**src/rtl/fp_multiplier_pipelined_pkg.sv**
```systemverilog
// fpu_pkg: IEEE-754 single-precision constants, operand classes and stage payloads shared by the FPU.
// Latency: none (types and a pure helper function only).
// Backpressure: none. The FP_MUL_RNE_EN macro, consumed by fp_round_pack, selects RNE rounding instead of truncation.
package fpu_pkg;

  localparam int EXP_W       = 8;
  localparam int FRAC_W      = 23;
  localparam int MANT_W      = FRAC_W + 1;
  // The signed working exponent must hold ea+eb-bias+2 (up to 383) and down to -126.
  localparam int SEXP_W      = 10;
  localparam int FP_EXP_BIAS = 127;
  localparam int FP_EXP_MAX  = 255;
  localparam logic [31:0] FP_QNAN = 32'h7FC00000;

  typedef enum logic [1:0] {ZERO, NORM, INF, NAN} fp_class_e;

  typedef struct packed {
    logic               sign;
    fp_class_e          cls_a;
    fp_class_e          cls_b;
    logic [EXP_W-1:0]   ea;
    logic [EXP_W-1:0]   eb;
    logic [MANT_W-1:0]  ma;
    logic [MANT_W-1:0]  mb;
  } s1_t;

  typedef struct packed {
    logic                sign;
    fp_class_e           cls_a;
    fp_class_e           cls_b;
    logic [SEXP_W-1:0]   exp;
    logic [2*MANT_W-1:0] prod;
  } s2_t;

  typedef struct packed {
    logic              sign;
    fp_class_e         cls_a;
    fp_class_e         cls_b;
    logic [SEXP_W-1:0] exp;
    logic [FRAC_W-1:0] mant;
    logic              guard;
    logic              sticky;
  } s3_t;

  // Denormals (exp=0, frac!=0) are deliberately folded into ZERO.
  function automatic fp_class_e fp_classify(input logic [31:0] x);
    fp_class_e c;
    if (x[30:23] == '0)
      c = ZERO;
    else if (x[30:23] == EXP_W'(FP_EXP_MAX))
      c = (x[22:0] == '0) ? INF : NAN;
    else
      c = NORM;
    return c;
  endfunction

endpackage

```
**src/rtl/fp_multiplier_pipelined_if.sv**
```systemverilog
// fp_multiplier_pipelined_if: operand/result bundle between the issue logic and the FP multiplier.
// Latency: none (wires). Backpressure: the stall signal freezes the consumer.
// Ports: in_valid/a/b/in_tag/stall toward the multiplier; out_valid/result/out_tag/flag_* back to the master.
interface fp_multiplier_pipelined_if #(
  parameter int TAG_W = 5
);
  logic             in_valid;
  logic [31:0]      a;
  logic [31:0]      b;
  logic [TAG_W-1:0] in_tag;
  logic             stall;
  logic             out_valid;
  logic [31:0]      result;
  logic [TAG_W-1:0] out_tag;
  logic             flag_ovf;
  logic             flag_unf;
  logic             flag_nv;

  modport master (
    output in_valid, a, b, in_tag, stall,
    input  out_valid, result, out_tag, flag_ovf, flag_unf, flag_nv
  );

  modport slave (
    input  in_valid, a, b, in_tag, stall,
    output out_valid, result, out_tag, flag_ovf, flag_unf, flag_nv
  );
endinterface

```
**src/rtl/fp_multiplier_pipelined_round_pack.sv**
```systemverilog
// fp_round_pack: round a normalised product, renormalise on carry, saturate and pack to IEEE single.
// Latency: combinational; the parent registers the outputs.
// Backpressure: none. FP_MUL_RNE_EN defined gives round-to-nearest-even, undefined gives truncation.
// Ports: i_sign/i_exp/i_mant/i_guard/i_sticky in; o_result/o_ovf/o_unf out.
module fp_round_pack
  import fpu_pkg::*;
(
  input  logic              i_sign,
  input  logic [SEXP_W-1:0] i_exp,
  input  logic [FRAC_W-1:0] i_mant,
  input  logic              i_guard,
  input  logic              i_sticky,
  output logic [31:0]       o_result,
  output logic              o_ovf,
  output logic              o_unf
);

  localparam logic signed [SEXP_W-1:0] EXP_MAX_S = SEXP_W'(FP_EXP_MAX);

  logic                     w_inc;
  logic [FRAC_W:0]          w_sum;
  logic signed [SEXP_W-1:0] w_exp;

`ifdef FP_MUL_RNE_EN
  assign w_inc = i_guard & (i_sticky | i_mant[0]);
`else
  // Truncation keeps the divider's round-toward-zero behaviour.
  logic w_unused_rnd;
  assign w_unused_rnd = i_guard ^ i_sticky;
  assign w_inc        = 1'b0;
`endif

  assign w_sum = {1'b0, i_mant} + {{FRAC_W{1'b0}}, w_inc};
  // On carry-out the fraction bits are already all zero: 1.111..1 + ulp = 10.000..0.
  assign w_exp = i_exp + SEXP_W'(w_sum[FRAC_W]);

  always_comb begin
    o_ovf    = 1'b0;
    o_unf    = 1'b0;
    o_result = {i_sign, w_exp[EXP_W-1:0], w_sum[FRAC_W-1:0]};
    if (w_exp >= EXP_MAX_S) begin
      o_ovf    = 1'b1;
      o_result = {i_sign, 8'hFF, 23'b0};
    end else if (w_exp <= 0) begin
      o_unf    = 1'b1;
      o_result = {i_sign, 31'b0};
    end
  end

endmodule

```
**src/rtl/fp_multiplier_pipelined.sv**
```systemverilog
// fp_multiplier_pipelined: 4-stage IEEE-754 single multiplier (unpack, multiply, normalise, round/pack).
// Latency: 4 cycles, throughput 1/cycle; tag and flags travel with each result.
// Backpressure: stall=1 freezes every stage including outputs; inputs are not captured while stalled.
// Ports: clk, rst_n (async, active-high), bus (slave modport of fp_multiplier_pipelined_if).
// Rounding selected by macro FP_MUL_RNE_EN (see fp_round_pack).
module fp_multiplier_pipelined
  import fpu_pkg::*;
#(
  parameter int TAG_W = 5
) (
  input  logic                     clk,
  input  logic                     rst_n,
  fp_multiplier_pipelined_if.slave bus
);

  logic             r_s1_vld, r_s2_vld, r_s3_vld;
  s1_t              r_s1;
  s2_t              r_s2;
  s3_t              r_s3;
  logic [TAG_W-1:0] r_s1_tag, r_s2_tag, r_s3_tag;

  logic             r_out_valid;
  logic [31:0]      r_result;
  logic [TAG_W-1:0] r_out_tag;
  logic             r_flag_ovf, r_flag_unf, r_flag_nv;

  s1_t         w_s1;
  s2_t         w_s2;
  s3_t         w_s3;
  logic [31:0] w_rp_result;
  logic        w_rp_ovf, w_rp_unf;
  logic [31:0] w_result;
  logic        w_ovf, w_unf, w_nv;

  // S1: unpack and classify.
  always_comb begin
    w_s1       = '0;
    w_s1.sign  = bus.a[31] ^ bus.b[31];
    w_s1.cls_a = fp_classify(bus.a);
    w_s1.cls_b = fp_classify(bus.b);
    w_s1.ea    = bus.a[30:23];
    w_s1.eb    = bus.b[30:23];
    w_s1.ma    = {1'b1, bus.a[22:0]};
    w_s1.mb    = {1'b1, bus.b[22:0]};
  end

  // S2: mantissa product and biased exponent sum.
  always_comb begin
    w_s2       = '0;
    w_s2.sign  = r_s1.sign;
    w_s2.cls_a = r_s1.cls_a;
    w_s2.cls_b = r_s1.cls_b;
    w_s2.exp   = SEXP_W'(r_s1.ea) + SEXP_W'(r_s1.eb) - SEXP_W'(FP_EXP_BIAS);
    w_s2.prod  = (2*MANT_W)'(r_s1.ma) * (2*MANT_W)'(r_s1.mb);
  end

  // S3: the product of two [1,2) mantissas lies in [1,4); at most one shift is needed.
  always_comb begin
    w_s3       = '0;
    w_s3.sign  = r_s2.sign;
    w_s3.cls_a = r_s2.cls_a;
    w_s3.cls_b = r_s2.cls_b;
    if (r_s2.prod[47]) begin
      w_s3.mant   = r_s2.prod[46:24];
      w_s3.guard  = r_s2.prod[23];
      w_s3.sticky = |r_s2.prod[22:0];
      w_s3.exp    = r_s2.exp + SEXP_W'(1);
    end else begin
      w_s3.mant   = r_s2.prod[45:23];
      w_s3.guard  = r_s2.prod[22];
      w_s3.sticky = |r_s2.prod[21:0];
      w_s3.exp    = r_s2.exp;
    end
  end

  // S4: round/pack the finite path, then let special operands override it.
  fp_round_pack u_round_pack (
    .i_sign   (r_s3.sign),
    .i_exp    (r_s3.exp),
    .i_mant   (r_s3.mant),
    .i_guard  (r_s3.guard),
    .i_sticky (r_s3.sticky),
    .o_result (w_rp_result),
    .o_ovf    (w_rp_ovf),
    .o_unf    (w_rp_unf)
  );

  always_comb begin
    w_result = w_rp_result;
    w_ovf    = w_rp_ovf;
    w_unf    = w_rp_unf;
    w_nv     = 1'b0;
    if ((r_s3.cls_a == NAN) || (r_s3.cls_b == NAN) ||
        ((r_s3.cls_a == INF) && (r_s3.cls_b == ZERO)) ||
        ((r_s3.cls_a == ZERO) && (r_s3.cls_b == INF))) begin
      w_result = FP_QNAN;
      w_ovf    = 1'b0;
      w_unf    = 1'b0;
      w_nv     = 1'b1;
    end else if ((r_s3.cls_a == INF) || (r_s3.cls_b == INF)) begin
      w_result = {r_s3.sign, 8'hFF, 23'b0};
      w_ovf    = 1'b0;
      w_unf    = 1'b0;
    end else if ((r_s3.cls_a == ZERO) || (r_s3.cls_b == ZERO)) begin
      // An exact zero operand is not an underflow.
      w_result = {r_s3.sign, 31'b0};
      w_ovf    = 1'b0;
      w_unf    = 1'b0;
    end
  end

  always_ff @(posedge clk or posedge rst_n) begin
    if (rst_n) begin
      r_s1_vld    <= 1'b0;
      r_s2_vld    <= 1'b0;
      r_s3_vld    <= 1'b0;
      r_s1        <= '0;
      r_s2        <= '0;
      r_s3        <= '0;
      r_s1_tag    <= '0;
      r_s2_tag    <= '0;
      r_s3_tag    <= '0;
      r_out_valid <= 1'b0;
      r_result    <= '0;
      r_out_tag   <= '0;
      r_flag_ovf  <= 1'b0;
      r_flag_unf  <= 1'b0;
      r_flag_nv   <= 1'b0;
    end else if (!bus.stall) begin
      r_s1_vld    <= bus.in_valid;
      r_s1        <= w_s1;
      r_s1_tag    <= bus.in_tag;
      r_s2_vld    <= r_s1_vld;
      r_s2        <= w_s2;
      r_s2_tag    <= r_s1_tag;
      r_s3_vld    <= r_s2_vld;
      r_s3        <= w_s3;
      r_s3_tag    <= r_s2_tag;
      r_out_valid <= r_s3_vld;
      r_result    <= w_result;
      r_out_tag   <= r_s3_tag;
      // Flags are qualified so bubbles never report stale exceptions.
      r_flag_ovf  <= r_s3_vld & w_ovf;
      r_flag_unf  <= r_s3_vld & w_unf;
      r_flag_nv   <= r_s3_vld & w_nv;
    end
  end

  assign bus.out_valid = r_out_valid;
  assign bus.result    = r_result;
  assign bus.out_tag   = r_out_tag;
  assign bus.flag_ovf  = r_flag_ovf;
  assign bus.flag_unf  = r_flag_unf;
  assign bus.flag_nv   = r_flag_nv;

endmodule

```
**src/flat_wrapper.sv**
```systemverilog
// flat-port wrapper written by rule: the top's interface ports become plain ports
module fp_multiplier_pipelined_flat import fpu_pkg::*;
#(
  parameter int TAG_W = 5
)
  (clk, rst_n, bus_in_valid, bus_a, bus_b, bus_in_tag, bus_stall, bus_out_valid, bus_result, bus_out_tag, bus_flag_ovf, bus_flag_unf, bus_flag_nv);
  fp_multiplier_pipelined_if #(.TAG_W(TAG_W)) bus_i ();
  input  logic clk;
  input  logic rst_n;
  input wire logic [$bits(bus_i.in_valid)-1:0] bus_in_valid;
  input wire logic [$bits(bus_i.a)-1:0] bus_a;
  input wire logic [$bits(bus_i.b)-1:0] bus_b;
  input wire logic [$bits(bus_i.in_tag)-1:0] bus_in_tag;
  input wire logic [$bits(bus_i.stall)-1:0] bus_stall;
  output wire logic [$bits(bus_i.out_valid)-1:0] bus_out_valid;
  output wire logic [$bits(bus_i.result)-1:0] bus_result;
  output wire logic [$bits(bus_i.out_tag)-1:0] bus_out_tag;
  output wire logic [$bits(bus_i.flag_ovf)-1:0] bus_flag_ovf;
  output wire logic [$bits(bus_i.flag_unf)-1:0] bus_flag_unf;
  output wire logic [$bits(bus_i.flag_nv)-1:0] bus_flag_nv;
  assign bus_i.in_valid = bus_in_valid;
  assign bus_i.a = bus_a;
  assign bus_i.b = bus_b;
  assign bus_i.in_tag = bus_in_tag;
  assign bus_i.stall = bus_stall;
  assign bus_out_valid = bus_i.out_valid;
  assign bus_result = bus_i.result;
  assign bus_out_tag = bus_i.out_tag;
  assign bus_flag_ovf = bus_i.flag_ovf;
  assign bus_flag_unf = bus_i.flag_unf;
  assign bus_flag_nv = bus_i.flag_nv;
  fp_multiplier_pipelined #(.TAG_W(TAG_W)) u_core (.clk(clk), .rst_n(rst_n), .bus(bus_i));
endmodule
```
**config.mk**
```make
export PLATFORM = sky130hd
export DESIGN_NAME = fp_multiplier_pipelined_flat
export DESIGN_NICKNAME = d
export VERILOG_FILES = /design/src/rtl/fp_multiplier_pipelined_pkg.sv /design/src/rtl/fp_multiplier_pipelined_if.sv /design/src/rtl/fp_multiplier_pipelined_round_pack.sv /design/src/rtl/fp_multiplier_pipelined.sv /design/src/flat_wrapper.sv
export SDC_FILE = /design/constraint.sdc
export NUM_CORES = 2
export LEC_CHECK = 0
export CORE_MARGIN = 5
export CORE_UTILIZATION = 45
export DETAILED_ROUTE_END_ITERATION = 7
export PLACE_DENSITY_LB_ADDON = 0.2
export SYNTH_ARGS = -nofsm -noshare
export SYNTH_HDL_FRONTEND = slang
export SYNTH_SLANG_ARGS = --single-unit
export TNS_END_PERCENT = 100
```
**constraint.sdc**
```tcl
create_clock -name clk -period 8.04 [get_ports clk]
set_input_delay 1.608 -clock clk [delete_from_list [all_inputs] [get_ports clk]]
set_output_delay 1.608 -clock clk [all_outputs]
set_load 0.05 [all_outputs]
```
; ---- Word-level counts from Yosys, hierarchy flattened
; Cells that the tools add are included.
[totals]
register_bits = 229
inputBits = 73
elab_cells = 82
[op_classes]
n_addsub = 3
mul = 1
n_lt_le_gt_ge = 2
n_eq_ne = 6
mux = 22
bitwise = 4
reduce_logical = 15
[ops]
columns = cell, n
row1 = $mux W31, 4
row2 = $mul A24 B24 Y48, 1
row3 = $logic_not A23 Y1, 2
row4 = $mux W35, 1
row5 = $mux W32, 1
row6 = $reduce_or A23 Y1, 1
row7 = $reduce_or A22 Y1, 1
row8 = $eq A8 B8 Y1 const B, 2
row9 = $logic_not A8 Y1, 2
row10 = $mux W1, 12
row11 = $add A10 B1 Y10 const B, 1
row12 = $ge A10 B9 Y1 const B, 1
row13 = $le A10 B1 Y1 const B, 1
row14 = $sub A10 B7 Y10 const B, 1
row15 = $add A8 B8 Y9, 1
row16 = $eq A2 B2 Y1 const B, 4
row17 = $mux W2, 4
row18 = $logic_or A1 B1 Y1, 5
row19 = $logic_not A2 Y1, 2
row20 = $and A1 B1 Y1, 3
row21 = $logic_and A1 B1 Y1, 2
row22 = $xor A1 B1 Y1, 1

; ---- Longest topological paths before layout
[depth]
depth_word = 7
depth_mapped = 25
ltp_nobuf = 24

; ---- Hierarchy
; A second synthesis with hierarchy kept.
[hier_totals]
hier_cells = 3000
area_unflattened_um2 = 28773.8
[modules_own_cells]
columns = mod, n_inst, cells_per_inst, area_each_um2, seq_area_each_um2
row1 = fp_multiplier_pipelined, 1, 2943, 28386.0, 5755.5
row2 = fp_round_pack, 1, 57, 387.9, 0.0

; ---- Worst setup path after synthesis
; Ideal clock, no wire load.
[synth_timing]
kind = register to register
from = register u_core.r_s1[3] in the netlist's numbering
to = register u_core.r_s2[40] in the netlist's numbering
setup_ps = 94
arrival_time_ps = 6421
required_ps = 7946
path_slack_ps = 1525
path_stages_with_launch = 24
period_less_slack_ps = 6515
path_cell_list = dfrtp_1 -> clkbuf_1 -> nand2_1 -> fa_1 -> inv_1 -> fa_1 -> inv_1 -> fa_1 -> fa_1 -> inv_1 -> fa_1 -> fa_1 -> inv_1 -> fa_1 -> inv_1 -> ha_1 -> a21oi_2 -> o21ai_0 -> a221o_1 -> a221oi_4 -> a21oi_2 -> o2111a_1 -> o2111a_1 -> a211oi_1
[synth_via]
elab_chain_cells = 1
[synth_rtl]
columns = element, line
row1 = start: declaration, fp_multiplier_pipelined.sv:17  ; s1_t r_s1;
row2 = start signal: assignment, fp_multiplier_pipelined.sv:131  ; r_s1 <= w_s1;
row3 = $mul A24 B24 Y48, fp_multiplier_pipelined.sv:54  ; w_s2.prod = (2*MANT_W)'(r_s1.ma) * (2*MANT_W)'(r_s1.mb);
row4 = end signal: assignment, fp_multiplier_pipelined.sv:134  ; r_s2 <= w_s2;
row5 = end: declaration, fp_multiplier_pipelined.sv:18  ; s2_t r_s2;
; No other way between the ends.
; A chain may end at the register's enable or synchronous reset.

; ---- Worst setup path after layout
[layout_timing]
from = register u_core.r_s1[34] in the netlist's numbering
to = register u_core.r_s2[47] in the netlist's numbering
; Same word-level chain as after synthesis.

==> results.json <==
{
  "max_freq_mhz": 133,
  "busiest_layer": "met2",
  "numCtsBuffers": 23,
  "design.die.area_um2": 65600,
  "post-synth-top-area-cell": "fa_1",
  "grt_start_max_net_pins": 97,
  "grt_use_met2": 0.376,
  "drive_above_1_share": 0.0676,
  "synth_edf_count": 0,
  "synth.lib_cells_used.distinct": 66,
  "cp.required_ns": 8.47,
  "globalRouteMet3Util": 0.0372,
  "detail_route.wl_per_cell_um": 19.1,
  "first_pass_iteration_count_of_the_detailed_router": 5,
  "synthFlopType": "dfrtp_1",
  "cts.reportedPaths.clkPinSlew_ns": 0.07,
  "grt_pass1_wl_um": 116000,
  "synthArstFlopShare": 1.00,
  "final_cell_count_no_fill": 3670,
  "place.detailed.instances": 3629,
  "drtAntennaViolNets": 0,
  "clock-skew-final_ns": 0.0141,
  "fp.coreArea_um2": 60100,
  "finalMaxSlewViolations": 0,
  "setup.worst_path.start": "u_core.r_s1[34]",
  "top_level_ports": 114,
  "slew_at_the_pin_closest_to_its_max_slew_limit_ns": 1.12,
  "remaining_global_route_overflow": 0,
  "ctsHtreeMaxLevel": 1,
  "min_path_type": "register to register",
  "filler_cell_count": 5618,
  "finalCritPeriodShare": 0.935,
  "worst_setup_path_end_kind": "register",
  "rr_endpoint": "u_core.r_s2[47]",
  "use_met1": 0.292,
  "combined_area_of_all_synthesized_cells_um2": 27200,
  "route.vias.total": 19300,
  "min_period_ns": 7.52,
  "gp_congestion": 0.874,
  "critical_path_type": "register to register",
  "residual_drc": 0,
  "cap_viol_max_count": 0,
  "fin_ws_ns": 0.522,
  "wirelength_um": 70100,
  "first_global_vias": 21400,
  "preCtsSetupSlack_ns": 0.590,
  "status": "complete, no violations",
  "cts.path.max_buffers": 3,
  "synthesis.area_per_instance_um2": 9.63,
  "worst-path-max-fanout": 25,
  "ctsHoldBuffers": 0,
  "synth.area.top_cells": "fa_1, dfrtp_1, ha_1, inv_1, and2_1",
  "synth_fp_nets": 3564,
  "synth.ff_latch_count": 205,
  "r2r_slack_ns": 0.52,
  "via_density": 5.26,
  "post_cts.resized_instances": 0,
  "floorplan.die.height_um": 256,
  "clkSinkCount": 205,
  "rsz0062_at_grt": "no",
  "timing.rr.start": "u_core.r_s1[34]",
  "totalNegativeSetupSlack_ns": 0,
  "worst_setup_path_endpoint": "u_core.r_s2[47]",
  "std_cell_rows": 90,
  "globalRouteTotalUtil": 0.217,
  "hold-path-cell-count": 2,
  "ys_seq_area_frac": 0.188,
  "setup-violations-final": 0,
  "ys.warnings.count": 0,
  "hold_viol_final": 0,
  "tritoncts_clock_tree": "yes",
  "postCtsSetupBuffers": 0,
  "nets": 3607,
  "buffer_ports.inserted": 113,
  "layout-area-overhead-vs-synth_pct": 9.85,
  "floorplan.initialDensity": 0.453,
  "drtIter0Drc": 1133,
  "ff2ff_path_depth": 22,
  "arrival_ns": 7.95,
  "die_width_um": 256,
  "synthesis.instances": 2829,
  "setup.worst_path.start_class": "register",
  "clk-insertion-delay-late_ns": 0.55,
  "post-synth-top-area-fraction": 0.354,
  "utilization": 0.498,
  "slew_headroom": 0.254,
  "root_buffer": "clkbuf_16",
  "detail_placement_hpwl_um": 56600,
  "antenna_found_initial": 1
}
==> registers in the layout, indices dropped and copies added, names as in the netlist, 5 cells and up <==
register / count
u_core.r_s2: 40
u_core.r_s1_tag: 5
u_core.bus.out_tag: 5
u_core.r_s3_tag: 5
u_core.r_s2_tag: 5
u_core.bus.result: 32
u_core.r_s1: 68
u_core.r_s3: 38
==> layout by cell type (no fill, tap or decap), types with 17 or more instances in the layout <==
cell type        count
a21o_1              24
a21oi_1             45
a22o_1              24
and2_1             293
buf_4               43
clkbuf_16           23
clkdlybuf4s50_1    112
dfrtp_1            205
fa_1               482
ha_1               180
inv_1              570
mux2_2              97
mux2i_1             27
nand2_1            399
nand4_1             20
nor2_1              40
nor4_1              19
o21ai_0             94
xnor2_1             25
xor2_1              17
==> critical path, cell delays in order, from the launching register on <==
cell and delay, ns:
dfrtp_1 1.06, nand2_1 0.19, fa_1 0.55, fa_1 0.54, inv_1 0.05, fa_1 0.49
inv_1 0.05, fa_1 0.54, inv_1 0.07, fa_1 0.48, fa_1 0.50, inv_1 0.05
fa_1 0.48, inv_1 0.04, ha_1 0.36, nand2_1 0.11, nor3_2 0.24, nand3_1 0.18
o311ai_2 0.47, a2111oi_2 0.21, nor2_1 0.29, nor3_1 0.12, a2111oi_2 0.29
==> cell families (layout without fill, tap and decap cells) <==
family                     after synthesis  after routing  synth area share
buffers and inverters                  709            766            0.0977
xor gates and xnor gates                42             42            0.0135
and+or+nand+nor                        828            828             0.150
muxes                                  124            124            0.0500
other                                    0              2                 0
AOI/OAI and AO/OA                      259            259            0.0635
adders and majority gates              662            662             0.437
DFF                                    205            205             0.188
==> worst min-delay path by stage <==
stage	slack, ns	from	end
2_1_floorplan	0.45	u_core.r_s1[64]	u_core.r_s1[64]
3_3_place_gp	0.46	u_core.bus.out_valid	u_core.bus.out_valid
3_5_place_dp	0.47	u_core.bus.out_valid	u_core.bus.out_valid
4_1_cts	0.49	u_core.bus.out_valid	u_core.bus.out_valid
5_1_grt	0.51	u_core.r_s3[24]	u_core.r_s3[24]
6_report	0.48	u_core.bus.out_valid	u_core.bus.out_valid
==> metal layers <==
| layer | wire, um | up-vias | part of all wire |
|---|---|---|---|
| met1 | 29400 | 9973 | 0.42 |
| met2 | 34900 | 485 | 0.50 |
| met3 | 4260 | 95 | 0.061 |
| met5 | 0 | - | 0 |
| li1 | - | 8744 | - |
| met4 | 1560 | 0 | 0.022 |
==> synthesized netlist by cell type, types with 3 or more instances <==
cell type  instances
a211oi_1           6
a21o_1            24
a21oi_1           45
a22o_1            24
a2bb2oi_1          8
a31oi_1            6
and2_1           293
and3_1             6
buf_1              5
clkbuf_1         133
dfrtp_1          205
fa_1             482
ha_1             180
inv_1            571
mux2_2            97
mux2i_1           27
nand2_1          399
nand2b_1           4
nand3_1           14
nand4_1           20
nor2_1            40
nor2b_1            3
nor3_1            14
nor3b_1            4
nor4_1            19
o21a_1             4
o21ai_0           94
o21bai_1           6
o22ai_1            5
o31ai_1            6
xnor2_1           25
xor2_1            17
==> final cells by class <==
cell class / instances / area (um^2) / share of cell area
Sequential cell: 205 / 5130 / 0.171
Clock buffer: 28 / 614 / 0.0205
Timing Repair Buffer: 156 / 1460 / 0.0487
Clock inverter: 11 / 135 / 0.00451
Multi-Input combinational cell: 1915 / 19500 / 0.650
Tap cell: 782 / 978 / 0.0327
Inverter: 571 / 2150 / 0.0719
Antenna cell: 2 / 5.00 / 0.000167
==> metrics by stage <==
| stage | hold WS [ns] | instance area (um^2) |
|---|---|---|
| 3_5_place_dp | 0.470 | 29200 |
| 3_3_place_gp | 0.455 | 29200 |
| 6_report | 0.483 | 29900 |
| 5_1_grt | 0.509 | 29900 |
| 4_1_cts | 0.486 | 29900 |
| 2_1_floorplan | 0.445 | 27200 |
Power is not shown: default switching activity piles up to over one toggle a cycle in this logic, so the estimate is an artifact.
